### config.mk
export PLATFORM = sky130hd
export DESIGN_NAME = decode_operand_stage
export DESIGN_NICKNAME = d
export VERILOG_FILES = /design/src/rtl/decode_operand_stage.sv
export SDC_FILE = /design/constraint.sdc
export NUM_CORES = 1
export LEC_CHECK = 0
export CORE_AREA = 2 2 141 178
export CTS_BUF_LIST = sky130_fd_sc_hd__clkbuf_4
export DETAILED_ROUTE_END_ITERATION = 10
export DIE_AREA = 0 0 143 180
export PLACE_DENSITY_LB_ADDON = 0.05
export SYNTH_ARGS = -nofsm -noshare
export SYNTH_HDL_FRONTEND = slang
export SYNTH_SLANG_ARGS = --single-unit
### constraint.sdc
create_clock -name clk -period 9.95 [get_ports clk]
set_input_delay 2.4875 -clock clk [delete_from_list [all_inputs] [get_ports clk]]
set_output_delay 2.4875 -clock clk [all_outputs]
set_load 0.01 [all_outputs]
### src/rtl/decode_operand_stage.sv
// Decode-stage operand issue: regfile read, pending-write scoreboard, RAW stall, output register.
// Optional feature macro DECODE_OPSTG_BYPASS_EN forwards same-cycle writeback data into operands.
module decode_operand_stage #(
  parameter int REGS_PTR_W = 5,
  parameter int REGS_NUM   = 32,
  parameter int REG_SIZE   = 32,
  parameter int CNT_W      = 2
) (
  input  logic                      clk,
  input  logic                      rst_n,
  input  logic                      flush,
  input  logic                      in_vld,
  output logic                      in_rdy,
  input  logic [REG_SIZE-1:0]       in_instr,
  input  logic [REG_SIZE-1:0]       in_pc,
  output logic [REGS_PTR_W-1:0]     rf_rs1,
  output logic [REGS_PTR_W-1:0]     rf_rs2,
  input  logic [REG_SIZE-1:0]       rf_rd1,
  input  logic [REG_SIZE-1:0]       rf_rd2,
  input  logic                      wb_we,
  input  logic [REGS_PTR_W-1:0]     wb_wa,
  input  logic [REG_SIZE-1:0]       wb_wd,
  output logic                      out_vld,
  input  logic                      out_rdy,
  output logic [REG_SIZE-1:0]       out_instr,
  output logic [REG_SIZE-1:0]       out_pc,
  output logic [REG_SIZE-1:0]       out_op1,
  output logic [REG_SIZE-1:0]       out_op2,
  output logic [REGS_PTR_W-1:0]     out_rd,
  output logic                      out_rd_we,
  output logic [REGS_NUM*CNT_W-1:0] dbg_pend
);
  // Handshake: a transfer happens on a cycle where valid && ready; valid never depends on ready,
  // and once out_vld is raised the out_* payload is held stable until out_rdy is seen.
  localparam logic [CNT_W-1:0] CNT_MAX    = '1;
  localparam logic [CNT_W-1:0] CNT_ONE    = CNT_W'(1);
  localparam logic [6:0]       OPC_STORE  = 7'b0100011;
  localparam logic [6:0]       OPC_BRANCH = 7'b1100011;

  logic [REGS_PTR_W-1:0] rs1, rs2, rd;
  logic                  rd_we, haz_rs1, haz_rs2, haz_rd, hazard, accept;
  logic                  byp1, byp2;
  logic [REG_SIZE-1:0]   op1, op2;
  logic [REGS_NUM-1:0]   inc_vec, dec_vec;
  logic [CNT_W-1:0]      pend_q [REGS_NUM];
  logic [CNT_W-1:0]      pend_d [REGS_NUM];

  logic                  out_vld_q, out_vld_d, out_rd_we_q, out_rd_we_d;
  logic [REG_SIZE-1:0]   out_instr_q, out_instr_d, out_pc_q, out_pc_d;
  logic [REG_SIZE-1:0]   out_op1_q, out_op1_d, out_op2_q, out_op2_d;
  logic [REGS_PTR_W-1:0] out_rd_q, out_rd_d;

  assign rs1    = REGS_PTR_W'(in_instr[19:15]);
  assign rs2    = REGS_PTR_W'(in_instr[24:20]);
  assign rd     = REGS_PTR_W'(in_instr[11:7]);
  assign rf_rs1 = rs1;
  assign rf_rs2 = rs2;
  assign rd_we  = (in_instr[6:0] != OPC_STORE) && (in_instr[6:0] != OPC_BRANCH) && (rd != '0);

  assign byp1 = wb_we && (wb_wa == rs1);
  assign byp2 = wb_we && (wb_wa == rs2);

`ifdef DECODE_OPSTG_BYPASS_EN
  // One outstanding write that retires this cycle is covered by the forward path.
  assign haz_rs1 = (rs1 != '0) && ((pend_q[rs1] > CNT_ONE) || ((pend_q[rs1] == CNT_ONE) && !byp1));
  assign haz_rs2 = (rs2 != '0) && ((pend_q[rs2] > CNT_ONE) || ((pend_q[rs2] == CNT_ONE) && !byp2));
  assign op1 = (rs1 == '0) ? '0 : (byp1 ? wb_wd : rf_rd1);
  assign op2 = (rs2 == '0) ? '0 : (byp2 ? wb_wd : rf_rd2);
`else
  logic wb_wd_unused;
  assign wb_wd_unused = ^{wb_wd, byp1, byp2};
  assign haz_rs1 = (rs1 != '0) && (pend_q[rs1] != '0);
  assign haz_rs2 = (rs2 != '0) && (pend_q[rs2] != '0);
  assign op1 = (rs1 == '0) ? '0 : rf_rd1;
  assign op2 = (rs2 == '0) ? '0 : rf_rd2;
`endif

  assign haz_rd = rd_we && (pend_q[rd] == CNT_MAX);
  assign hazard = haz_rs1 || haz_rs2 || haz_rd;
  assign in_rdy = rst_n && !flush && (!out_vld_q || out_rdy) && !hazard;
  assign accept = in_vld && in_rdy;

  // Register 0 is never tracked; a decrement with nothing pending is dropped.
  always_comb begin
    inc_vec = '0;
    dec_vec = '0;
    for (int r = 0; r < REGS_NUM; r++) begin
      pend_d[r] = '0;
      if (r != 0) begin
        inc_vec[r] = accept && rd_we && (rd == REGS_PTR_W'(r));
        dec_vec[r] = wb_we && (wb_wa == REGS_PTR_W'(r)) && (pend_q[r] != '0);
        pend_d[r]  = pend_q[r];
        if (flush)                        pend_d[r] = '0;
        else if (inc_vec[r] && !dec_vec[r]) pend_d[r] = pend_q[r] + CNT_ONE;
        else if (dec_vec[r] && !inc_vec[r]) pend_d[r] = pend_q[r] - CNT_ONE;
      end
    end
  end

  always_comb begin
    out_vld_d   = out_vld_q;
    out_instr_d = out_instr_q;
    out_pc_d    = out_pc_q;
    out_op1_d   = out_op1_q;
    out_op2_d   = out_op2_q;
    out_rd_d    = out_rd_q;
    out_rd_we_d = out_rd_we_q;
    if (flush) begin
      out_vld_d = 1'b0;
    end else if (accept) begin
      out_vld_d   = 1'b1;
      out_instr_d = in_instr;
      out_pc_d    = in_pc;
      out_op1_d   = op1;
      out_op2_d   = op2;
      out_rd_d    = rd;
      out_rd_we_d = rd_we;
    end else if (out_rdy) begin
      out_vld_d = 1'b0;
    end
  end

  always_ff @(posedge clk) begin
    if (!rst_n) begin
      for (int r = 0; r < REGS_NUM; r++) pend_q[r] <= '0;
      out_vld_q   <= 1'b0;
      out_instr_q <= '0;
      out_pc_q    <= '0;
      out_op1_q   <= '0;
      out_op2_q   <= '0;
      out_rd_q    <= '0;
      out_rd_we_q <= 1'b0;
    end else begin
      for (int r = 0; r < REGS_NUM; r++) pend_q[r] <= pend_d[r];
      out_vld_q   <= out_vld_d;
      out_instr_q <= out_instr_d;
      out_pc_q    <= out_pc_d;
      out_op1_q   <= out_op1_d;
      out_op2_q   <= out_op2_d;
      out_rd_q    <= out_rd_d;
      out_rd_we_q <= out_rd_we_d;
    end
  end

  always_comb begin
    dbg_pend = '0;
    for (int r = 0; r < REGS_NUM; r++) dbg_pend[r*CNT_W +: CNT_W] = pend_q[r];
  end

  assign out_vld   = out_vld_q;
  assign out_instr = out_instr_q;
  assign out_pc    = out_pc_q;
  assign out_op1   = out_op1_q;
  assign out_op2   = out_op2_q;
  assign out_rd    = out_rd_q;
  assign out_rd_we = out_rd_we_q;
endmodule

==> out/qor.yml, run 1 <==
floorplanning:
  die_w_um: 143
  start_util_pct: 41.5
  die_h_um: 180
  dieArea_mm2: 0.0257
  rows: 64
  pin_count: 381
  coreArea_mm2: 0.0241
yosys:
  synth_top_cell_area_share_pct: 38.5
  syn_area_mm2: 0.00999
  yosys_warnings: 0
  syn_avg_cell_area_um2: 8.76
  synth-edff-count: 0
  synthTopCellsByArea: "dfxtp_1, mux2i_1, nand2_1, xor2_1, mux4_2"
  async_flop_share_pct: 0
  synth_ff_type: "dfxtp_1"
  seq_area_frac_synth_pct: 38.5
  ys_ff_latch: 192
  synthCells: 1141
  synth_top_cell_by_area: "dfxtp_1"
  ys_types: 54
setup_path:
  cp-startpoint: "in_instr[15]"
  end_kind: "output pin"
  critPathKind: "in -> out"
  worstPathMaxFanout: 21
  cp-start-kind: "input port"
  cp.required_ns: 7.46
  r2r-start: "pend_q[23][0]$_SDFFE_PP0P_"
  cp.arrival_ns: 5.84
routing:
  wl_per_cell_um: 18.8
  antenna_left: 0
  detail_route.first_pass.iterations: 5
  vias_per_cell: 5.20
  drcViolationCount: 0
  drtIter0Drc: 544
  wl_um: 33200
  route.vias.total: 9201
clock_network:
  clockBufferDepth: 2
  cts.htree.levels: 4
  post-cts-setup-buffers: 0
  insertion_delay_ns: 0.60
  cts_resized: 0
  clk_pin_slew_ns: 0.15
  cts_tree: "built"
  postCtsHoldBufs: 0
  cts_root_buffer: "clkbuf_4"
  cts_inserted_buffers: 17
  cts_sinks: 192
sta:
  relSlewSlack_pct: 18.9
  hold-worst-slack_ns: 0.465
  finalCritPeriodShare_pct: 83.7
  fmaxAchievable_mhz: 120
  finalWorstPathRequiredPeriod_ns: 8.33
  tightest_slew_ns: 1.21
  finalHoldViolCount: 0
  setup_tns_ns: 0
  finClkSkew_ns: 0.0221
  rsz0062_at_grt: "no"
  setup_viol: 0
  final_max_slew_viol_count: 0
finish:
  final_nets: 1627
  final_cell_mix: "clkdlybuf4s50_1, nand2_1, dfxtp_1"
  fillCellCount: 2286
  fin_area_mm2: 0.0137
  final_common_cell: "clkdlybuf4s50_1"
  area_delta_synth_final_pct: 37.2
  fin_cells: 1770
  drive_above_1_share_pct: 5.22
run_status:
  status: "complete, no violations"
placement:
  gp_congestion: 0.886
  hpwl_um: 24200
  port_buffers: 346
  post_dp_cell_area_mm2: 0.0135
  place_inst: 1736
power:
  p_per_area_mw_per_mm2: 102
  power_mw: 1.40
  p_leak_nw: 5.87
  ir_drop_uv: 63.1
global_routing:
  top_usage_layer: "met2"
  grt_pass1_wl_um: 51500
  grt_max_degree: 97
  grt_pass1_vias: 9107
  use_met3_pct: 6.79
  grtUsageTotal_pct: 25.7
  antenna_found_initial: 3
  use_met2_pct: 44.6
  globalRouteMet1Util_pct: 29.4
  grt_overflow: 0
worst_hold_path:
  hp-start: "out_instr[17]$_SDFFE_PN0P_"
  holdCritPathClass: "reg -> reg"
job:
  cap_viol_max_count: 0
flip-flops by register name (all words and copies together) (netlist names):
name       cells
pend_q        62
out_instr     32
out_op2       32
out_pc        32
out_op1       32
out_vld        1
out_rd_we      1
cell usage after synthesis, drive strengths merged (6+ instances only):
master and instances:
or3 34, nor2b 6, mux4 19, or2 12, clkbuf 44, nand3b 15, buf 48, o211ai 8
nor3 13, dfxtp 192, ha 31, nor4 32, xor2 62, nor2 60, nand3 20, inv 32
nand2 245, mux2i 132, nand2b 7, o21ai 42, a21oi 38
final cells by class:
class | count | area, µm² | share of cell area (%)
multi-input combinational | 825 | 5540 | 40.4
sequential | 192 | 3840 | 28.0
timing repair buffer | 356 | 3550 | 25.9
tap | 330 | 413 | 3.01
clock buffer | 19 | 143 | 1.04
inverter | 33 | 124 | 0.904
clock inverter | 13 | 91.3 | 0.666
antenna | 2 | 5.00 | 0.0365
layer usage:
metal | share of wire (%) | vias up | wire (µm)
li1 | - | 4468 | -
met1 | 39 | 4301 | 13000
met2 | 50 | 356 | 16600
met3 | 7.5 | 74 | 2500
met4 | 3.3 | 2 | 1110
met5 | 0.033 | - | 11
cell families after synthesis:
kind of cell,Yosys count,synth area share (%)
other,1,0.0375
AND/OR/NAND/NOR,457,21.0
multiplexers,154,17.8
XOR/XNOR,62,5.43
adder cells (fa/ha/maj),31,3.88
flip-flops,192,38.5
AO/OA/AOI/OAI,119,7.07
buffers and inverters,125,6.24
power breakdown:
group / total, mW / internal [mW] / switching, mW
Combinational: 0.223 / 0.113 / 0.109
Clock: 0.381 / 0.103 / 0.278
Sequential: 0.794 / 0.785 / 0.00844
Total: 1.40 / 1.00 / 0.396
path summary, 6_finish.rpt:
kind / endpoint / slack [ns] / cells after the start
max: in_rdy / 1.62 / 7
min: out_instr[17]$_SDFFE_PN0P_ / 0.46 / 2
max reg2reg: pend_q[25][1]$_SDFFE_PP0P_ / 5.00 / 11
min reg2reg: out_instr[17]$_SDFFE_PN0P_ / 0.46 / 2
worst max-delay path, cell delays in order:
cell             delay [ns]
clkdlybuf4s50_1        1.08
mux4_2                 0.42
a2111oi_0              0.48
a31oi_1                0.14
a22oi_1                0.38
and4_1                 0.28
clkdlybuf4s50_1        0.55
through the flow:
stage | utilization (%) | setup slack, ns
CTS | 56.8 | 1.62
global route | 56.9 | 1.48
floorplan | - | 3.31
finish | 56.9 | 1.62
detailed placement | 55.9 | 1.63
global placement | 55.9 | 1.70
Note: power is estimated with default switching activity, not from simulation.
==> run 2, diff against run 1 <==
==> constraint.sdc (replaced) <==
create_clock -name clk -period 8.4 [get_ports clk]
set_input_delay 2.1 -clock clk [delete_from_list [all_inputs] [get_ports clk]]
set_output_delay 2.1 -clock clk [all_outputs]
set_load 0.01 [all_outputs]
==> out/qor.yml, run 2 (synthesis results as in run 1) <==
run_status:
  status: "complete, no violations"
placement:
  gp_congestion: 0.923
  port_buffers: 346
  hpwl_um: 24500
  pre_cts_slack_ns: 1.09
  place_inst: 1741
job:
  cap_viol_max_count: 0
clock_network:
  insertion_delay_ns: 0.60
  cts_sinks: 192
  clockBufferDepth: 2
  postCtsHoldBufs: 0
  cts.htree.levels: 4
  cts_tree: "built"
  cts_resized: 0
  cts_root_buffer: "clkbuf_4"
  cts_inserted_buffers: 17
  post-cts-setup-buffers: 0
  clk_pin_slew_ns: 0.14
global_routing:
  grt_max_degree: 100
  grtUsageTotal_pct: 25.5
  grt_pass1_vias: 8773
  antenna_found_initial: 4
  grt_pass1_wl_um: 50600
  grt_overflow: 0
sta:
  setup_viol: 0
  relSlewSlack_pct: 32.1
  setup_tns_ns: 0
  fmaxAchievable_mhz: 137
  tightest_slew_ns: 1.02
  rsz0062_at_grt: "no"
  setup_ws_ns: 1.08
  finalCritPeriodShare_pct: 87.2
  finalHoldViolCount: 0
  finalWorstPathRequiredPeriod_ns: 7.32
  final_max_slew_viol_count: 0
  finClkSkew_ns: 0.0187
floorplanning:
  die_w_um: 143
  start_util_pct: 41.5
  coreArea_mm2: 0.0241
  dieArea_mm2: 0.0257
  die_h_um: 180
  pin_count: 381
  rows: 64
setup_path:
  cp-start-kind: "input port"
  critPathKind: "in -> out"
  end_kind: "output pin"
  critPathMaxStageDelay_ns: 1.10
  worstPathMaxFanout: 19
  cp.required_ns: 6.30
  cp.arrival_ns: 5.22
  crit_buf_inv: 2
  timing.critical_path.mode_cell: "clkdlybuf4s50_1"
  cpMaxStageDelayCell: "clkdlybuf4s50_1"
  crit_family: "buffers and inverters"
  crit_chain: "clkdlybuf4s50_1, o21ai_0, mux4_2, o211a_1, a21oi_1, and4_1, clkdlybuf4s50_1"
routing:
  wl_per_cell_um: 18.7
  vias_per_cell: 5.17
  route.vias.total: 9179
  detail_route.first_pass.iterations: 5
  antenna_left: 0
  drcViolationCount: 0
  drtIter0Drc: 553
  wl_um: 33200
power:
  p_leak_nw: 5.92
  ir_drop_uv: 78.2
  p_per_area_mw_per_mm2: 125
finish:
  final_cell_mix: "clkdlybuf4s50_1, nand2_1, dfxtp_1"
  final_common_cell: "clkdlybuf4s50_1"
  area_delta_synth_final_pct: 38.0
  largest_reg_flops: 62
  largest-register: "pend_q"
  fin_cells: 1774
  final_nets: 1632
  multiInputGateArea_mm2: 0.00554
  seqCellArea_mm2: 0.00384
  fillCellCount: 2261
  drive_above_1_share_pct: 5.34
worst_hold_path:
  holdCritPathClass: "reg -> reg"
## run 2: layer usage
metal	share of wire [%]	wire length [µm]	GRT usage, %	vias to the layer above
li1	-	-	-	4474
met1	39	13000	29.5	4276
met2	50	16500	44.3	351
met3	7.4	2470	6.53	76
met4	3.7	1220	10.6	2
met5	0.039	13	0	-
## run 2: power by group
| part | switching [mW] | leakage [nW] | internal (mW) |
|---|---|---|---|
| registers | 0.0101 | 1.55 | 0.930 |
| logic | 0.129 | 4.22 | 0.135 |
| clock network | 0.314 | 0.152 | 0.199 |
| total | 0.453 | 5.92 | 1.26 |
## run 2: worst reg2reg max path, stage by stage (launching register included)
cell	delay [ns]
dfxtp_1	0.39
or2_1	0.29
mux4_2	0.49
a2111oi_0	0.47
a31oi_1	0.11
a22oi_1	0.36
nand4_1	0.72
buf_4	0.49
nor4_1	0.35
ha_1	0.32
or3_1	0.38
a21oi_1	0.15
## run 2: final timing paths
path	startpoint	endpoint	slack, ns	cells past startpoint
setup reg to reg	pend_q[23][0]$_SDFFE_PP0P_	pend_q[27][1]$_SDFFE_PP0P_	3.81	11
hold / removal	out_op2[30]$_SDFFE_PN0P_	out_op2[30]$_SDFFE_PN0P_	0.46	2
hold reg to reg	out_op2[30]$_SDFFE_PN0P_	out_op2[30]$_SDFFE_PN0P_	0.46	2
setup / recovery	in_instr[8]	in_rdy	1.08	7
## run 2: per-stage QoR
stage | util (%) | cell area, µm² | total power, mW | hold slack [ns]
final | 57.2 | 13800 | 1.72 | 0.464
after global placement | 56.0 | 13500 | 1.22 | 0.444
after detailed placement | 56.0 | 13500 | 1.22 | 0.451
after global routing | 57.2 | 13800 | 1.80 | 0.482
after floorplan | - | 10000 | 1.08 | 0.482
after CTS | 57.2 | 13800 | 1.74 | 0.470
## run 2: cell type report
type | count | area share, %
clock inverter | 13 | 1.07
antenna | 3 | 0.0544
multi-input combinational | 825 | 40.2
timing repair buffer | 361 | 26.0
inverter | 33 | 0.898
sequential | 192 | 27.9
clock buffer | 17 | 0.926
tap | 330 | 2.99
